### src/rtl/hand_gesture_decoder.sv
// hand_gesture_decoder: turns a stream of tracked hand coordinates into
// one-cycle swipe pulses (left/right/up/down).
// Optional feature macro: DEPTH_GATE_EN -- when defined, samples with
// hand_z_in > Z_MAX are treated as invalid (no anchor in IDLE, abort in TRACK).
module hand_gesture_decoder #(
   parameter int unsigned SWIPE_THRESH    = 200,
   parameter int unsigned WINDOW_SAMPLES  = 8,
   parameter int unsigned COOLDOWN_CYCLES = 1_000_000,
   parameter logic [13:0] Z_MAX           = 14'd4000
) (
   input  logic        clk_in,
   input  logic        rst_in,
   input  logic        pos_valid_in,
   input  logic [11:0] hand_x_in,
   input  logic [11:0] hand_y_in,
   input  logic [13:0] hand_z_in,
   output logic        swipe_left_out,
   output logic        swipe_right_out,
   output logic        swipe_up_out,
   output logic        swipe_down_out,
   output logic        busy_out
);

   localparam int unsigned CNT_W = (WINDOW_SAMPLES > 2) ? $clog2(WINDOW_SAMPLES) : 1;
   localparam int unsigned CD_W  = (COOLDOWN_CYCLES > 2) ? $clog2(COOLDOWN_CYCLES) : 1;
   localparam logic [CNT_W-1:0] CNT_LAST = CNT_W'(WINDOW_SAMPLES - 1);
   localparam logic [CD_W-1:0]  CD_LAST  = CD_W'(COOLDOWN_CYCLES - 1);
   localparam logic [11:0]      THRESH   = 12'(SWIPE_THRESH);

   typedef enum logic [1:0] {
      IDLE     = 2'd0,
      TRACK    = 2'd1,
      COOLDOWN = 2'd2
   } state_t;

   state_t           state;
   logic [11:0]      anchor_x;
   logic [11:0]      anchor_y;
   logic [CNT_W-1:0] count;
   logic [CD_W-1:0]  cd_count;

   logic signed [12:0] dx;
   logic signed [12:0] dy;
   logic [11:0]        abs_dx;
   logic [11:0]        abs_dy;
   logic               hit_h;
   logic               hit_v;
   logic [CNT_W-1:0]   count_inc;
   logic               z_ok;

`ifdef DEPTH_GATE_EN
   // Far samples are rejected outright
   assign z_ok = (hand_z_in <= Z_MAX);
`else
   logic unused_z;
   assign unused_z = ^hand_z_in;
   assign z_ok     = 1'b1;
`endif

   // Displacement from anchor and swipe classification (horizontal wins ties)
   always_comb begin
      dx        = 13'({1'b0, hand_x_in}) - 13'({1'b0, anchor_x});
      dy        = 13'({1'b0, hand_y_in}) - 13'({1'b0, anchor_y});
      abs_dx    = dx[12] ? 12'(-dx) : dx[11:0];
      abs_dy    = dy[12] ? 12'(-dy) : dy[11:0];
      hit_h     = (abs_dx >= THRESH) && (abs_dx >= abs_dy);
      hit_v     = !hit_h && (abs_dy >= THRESH);
      count_inc = count + CNT_W'(1);
   end

   // Gesture FSM with registered one-cycle pulses and busy flag
   always_ff @(posedge clk_in or posedge rst_in) begin
      if (rst_in) begin
         state           <= IDLE;
         anchor_x        <= '0;
         anchor_y        <= '0;
         count           <= '0;
         cd_count        <= '0;
         swipe_left_out  <= 1'b0;
         swipe_right_out <= 1'b0;
         swipe_up_out    <= 1'b0;
         swipe_down_out  <= 1'b0;
         busy_out        <= 1'b0;
      end else begin
         swipe_left_out  <= 1'b0;
         swipe_right_out <= 1'b0;
         swipe_up_out    <= 1'b0;
         swipe_down_out  <= 1'b0;
         case (state)
            IDLE: begin
               if (pos_valid_in && z_ok) begin
                  anchor_x <= hand_x_in;
                  anchor_y <= hand_y_in;
                  count    <= '0;
                  state    <= TRACK;
                  busy_out <= 1'b1;
               end
            end
            TRACK: begin
               if (pos_valid_in) begin
                  if (!z_ok) begin
                     count    <= '0;
                     state    <= IDLE;
                     busy_out <= 1'b0;
                  end else if (hit_h) begin
                     swipe_left_out  <= dx[12];
                     swipe_right_out <= !dx[12] && (dx != 13'sd0);
                     cd_count        <= '0;
                     state           <= COOLDOWN;
                  end else if (hit_v) begin
                     swipe_up_out   <= dy[12];
                     swipe_down_out <= !dy[12] && (dy != 13'sd0);
                     cd_count       <= '0;
                     state          <= COOLDOWN;
                  end else if (count_inc == CNT_LAST) begin
                     // Window exhausted without a swipe: restart from here
                     anchor_x <= hand_x_in;
                     anchor_y <= hand_y_in;
                     count    <= '0;
                  end else begin
                     count <= count_inc;
                  end
               end
            end
            COOLDOWN: begin
               if (cd_count == CD_LAST) begin
                  cd_count <= '0;
                  count    <= '0;
                  state    <= IDLE;
                  busy_out <= 1'b0;
               end else begin
                  cd_count <= cd_count + CD_W'(1);
               end
            end
            default: begin
               state    <= IDLE;
               busy_out <= 1'b0;
            end
         endcase
      end
   end

endmodule

### config.mk
export PLATFORM = sky130hd
export DESIGN_NAME = hand_gesture_decoder
export DESIGN_NICKNAME = d
export VERILOG_FILES = /design/src/rtl/hand_gesture_decoder.sv
export SDC_FILE = /design/constraint.sdc
export NUM_CORES = 1
export LEC_CHECK = 0
export ABC_AREA = 1
export CAP_MARGIN = 0
export CORE_MARGIN = 5
export CORE_UTILIZATION = 50
export DETAILED_ROUTE_END_ITERATION = 6
export HOLD_SLACK_MARGIN = 0.06
export PLACE_DENSITY = 0.73
export SLEW_MARGIN = 30
export SYNTH_ARGS = -nofsm -noshare
export SYNTH_HDL_FRONTEND = slang
export SYNTH_SLANG_ARGS = --single-unit
### constraint.sdc
create_clock -name clk_in -period 3.5 [get_ports clk_in]
set_clock_uncertainty 0.2 [all_clocks]
set_input_delay 0.525 -clock clk_in [delete_from_list [all_inputs] [get_ports clk_in]]
set_output_delay 0.525 -clock clk_in [all_outputs]
set_load 0.01 [all_outputs]
==> impl_results.md <==
* Status: complete, but fails checks
* Violations in the final reports: setup timing
* Avg WL per Cell at 14.4 um
* Element type at the critical path end: register
* Clk Latency, worst-skew pair at 340 ps
* Hpwl dp at about 11 mm
* N_diodes at 0
* Setup ws final at -555 ps
* Cell taking the most area after synthesis: dfrtp_1
* DR top layer: met4
* Synth top area share at around a quarter
* Post-Syn Area at about 0.0053 mm2
* Worst r2r src: anchor_y[0]
* Crit Path Max Fanout at 5
* Post-synthesis net count at a little over 900
* Die W at 113 um
* Power, Total at 0.00844 W
* Via density per instance at between 5 and 6
* FMAX at roughly 250 MHz
* Buffers added on ports at 31
* Initial Utilization at 51.0%
* Asr flop ratio synth at 100%
* Antenna violations before repair at 0
* Sink Count at 54
* Area of the multi-input gates at 0.00394 mm2
* Worst path required time at around 3500 ps
* Clock Tree Buf Depth at 2
* Fill cell count at 777
* Remaining Overflow, GRT at 0
* All-Layer GR Usage at ~25%
* WL met1 at around 7.0 mm
* Vias in the first global route at 6014
* Hold/Removal Path Class: reg -> reg
* H-tree levels at 2
* Top area cells in the synthesized netlist: dfrtp_1 (26%), nand2_1 (22%), ha_1 (9.7%)
* Met2 routed WL at ~8.6 mm
* Final nets at about 1100
* Register area at between 0.001 and 0.0015 mm2
* Critical Path Max Stage Delay at around 450 ps
* Most frequent cell after synthesis: nand2_1
* IO Pins at 46
* Cell count of the worst hold path at 2
* Area Growth Syn to Fin at 46.0%
* Mean area per synthesized cell at around 6.3 um2
* Share of cells above drive strength 1 at 31.8%
* R2R setup slack at -560 ps
* Hold_buf cts at 0
* TNS Setup at -26070 ps
* Final setup violation count at 53
* Most used cell, CP: nand2_1
* Hold Path Sink: anchor_x[10]
* Worst slew pin tran at 720 ps
* CP arrival at between 4000 and 5000 ps
* Slowest cell on crit path: fa_2
* Crit path time final at between 4000 and 5000 ps
* Largest net degree at the start of global routing at 55
* Die area at 0.0127 mm2
* Drc violations at 0
* Crit Path Class: reg -> reg
* Worst r2r dst: cd_count[17]
* Prevailing post-synth register cell: dfrtp_1
* Final hold vios at 0
* Die height at between 100 and 150 um
* Crit path launch type: register
* Final count of pins violating max slew at 0
* Yosys reg bits at 54
* Final worst path period share at 116%
* Reg clk slew, reported paths at about 120 ps
* EDFF count, synth at 0
* Core Area at between 0.01 and 0.015 mm2
* Max VDD drop at 0.000672 V
* Most instantiated cells after synthesis: nand2_1 (303), inv_1 (127), nand3_1 (79)
* Global-route wire length before repair at around 27 mm
* DR iter-0 viols at between 400 and 500
* Lkg Pwr at around 4 nW
* Post-Synthesis Cells at 840
* Met3 WL at about 720 um
* CTS tree: done
* Drt first pass iters at 5
* Hold Crit Start: anchor_x[10]
* Slew HR at between 50% and 60%
* Seq/Total Area, Yosys at 25.6%
* Power Density at ~1100 mW/mm2
* Cell row count at 37
* Netlist cell types at 37
* R2r worst-path depth at 30
* YS warnings at 0
* Final non-filler cell total at 1154
* Cell Count Post-Placement at 1123
* Post-route ant nets at 0
* Via count at around 6000
* Number of max-cap violations at 0
* Clock Root Buffer: clkbuf_8
* Placer Congestion at 0.912
* CTS Buf Count at 5
* RSZ-0062 raised after global routing: yes
* WL final at ~17 mm
timing repair:
action	4_1_cts	5_1_grt
cloned	1	4
pin swaps	52	25
endpoints found under the setup margin	53	53
buffers inserted	14	4
gates resized for setup	76	80
where the power goes:
group          internal (W)  total, W  switching, W  leakage [nW]
Clock              0.000219  0.000471      0.000252        0.0563
Sequential         0.000827   0.00100      0.000172         0.707
Combinational       0.00321   0.00697       0.00376          3.35
final cells by class:
class	instances	share of cell area (%)
Tap cell	136	2.21
Inverter	137	6.91
Multi-Input combinational cell	634	51.2
Clock buffer	5	0.894
Timing Repair Buffer	185	20.6
Sequential cell	54	17.6
Clock inverter	3	0.634
worst max path at each step:
stage | start | to | cells after the start
global route | anchor_y[0] | cd_count[1] | 30
CTS | anchor_y[0] | anchor_y[6] | 28
finish | anchor_y[0] | cd_count[17] | 30
global placement | hand_y_in[0] | swipe_down_out | 29
floorplan | hand_y_in[0] | anchor_y[0] | 30
detailed placement | hand_y_in[0] | anchor_x[1] | 32
cells in the final DEF (no fill, tap or decap), types with 3 or more instances in the layout:
| master | instances |
|---|---|
| nand4_1 | 48 |
| nor2_4 | 5 |
| ha_4 | 17 |
| nand2_4 | 7 |
| ha_1 | 23 |
| nand3b_1 | 4 |
| xor2_1 | 9 |
| o21ai_0 | 6 |
| nand3_2 | 18 |
| dlygate4sd2_1 | 7 |
| buf_4 | 136 |
| nand3_1 | 64 |
| inv_2 | 16 |
| o21ai_1 | 8 |
| or2_2 | 5 |
| nor2_1 | 48 |
| nand3_4 | 4 |
| clkdlybuf4s50_1 | 21 |
| a21oi_1 | 7 |
| clkbuf_16 | 3 |
| o21bai_1 | 3 |
| inv_1 | 117 |
| buf_6 | 14 |
| nor4_1 | 4 |
| xnor2_1 | 6 |
| dfrtp_1 | 54 |
| nor3_1 | 12 |
| clkbuf_8 | 5 |
| nor2_2 | 7 |
| a21oi_2 | 6 |
| nand2_2 | 59 |
| nand2_1 | 243 |
per-layer routing:
metal	vias to the layer above	track usage (%)
met5	-	0
met1	2909	31.3
met4	0	7.13
met2	162	44.7
li1	3034	-
met3	24	2.75
state kept, by name (all words and copies together) (netlist names):
signal	cells
swipe_down_out	1
busy_out	1
swipe_left_out	1
cd_count	20
anchor_x	12
swipe_right_out	1
swipe_up_out	1
anchor_y	12
state	2
count	3
cells by family (layout without fill, tap and decap cells):
group | count (synthesis) | after routing | share of synthesized area, %
AO/OA/AOI/OAI | 41 | 41 | 4.51
XOR/XNOR | 16 | 16 | 2.66
adder cells (fa/ha/maj) | 43 | 43 | 10.5
buffers and inverters | 152 | 330 | 11.2
flip-flops | 54 | 54 | 25.6
AND/OR/NAND/NOR | 534 | 534 | 45.5
through the flow:
step | hold slack (ps) | cell area [um2] | utilization, % | setup WS (ps)
after floorplan | 242 | 5400 | - | -390
after global placement | 260 | 6780 | 65.6 | -1100
after detailed placement | 261 | 6780 | 65.6 | -1220
after CTS | 288 | 7290 | 70.7 | -384
after global routing | 307 | 7690 | 74.5 | -828
final | 288 | 7690 | 74.5 | -555
worst max-delay path: cells and delay by family, from the launching register on:
kind,cells,cell delay [ps]
fa+ha+maj,3,910
xor+xnor,1,160
compound gates,2,120
buf+inv,4,470
flops,1,420
simple gates,20,1620
Note: power is estimated with default switching activity, not from simulation.
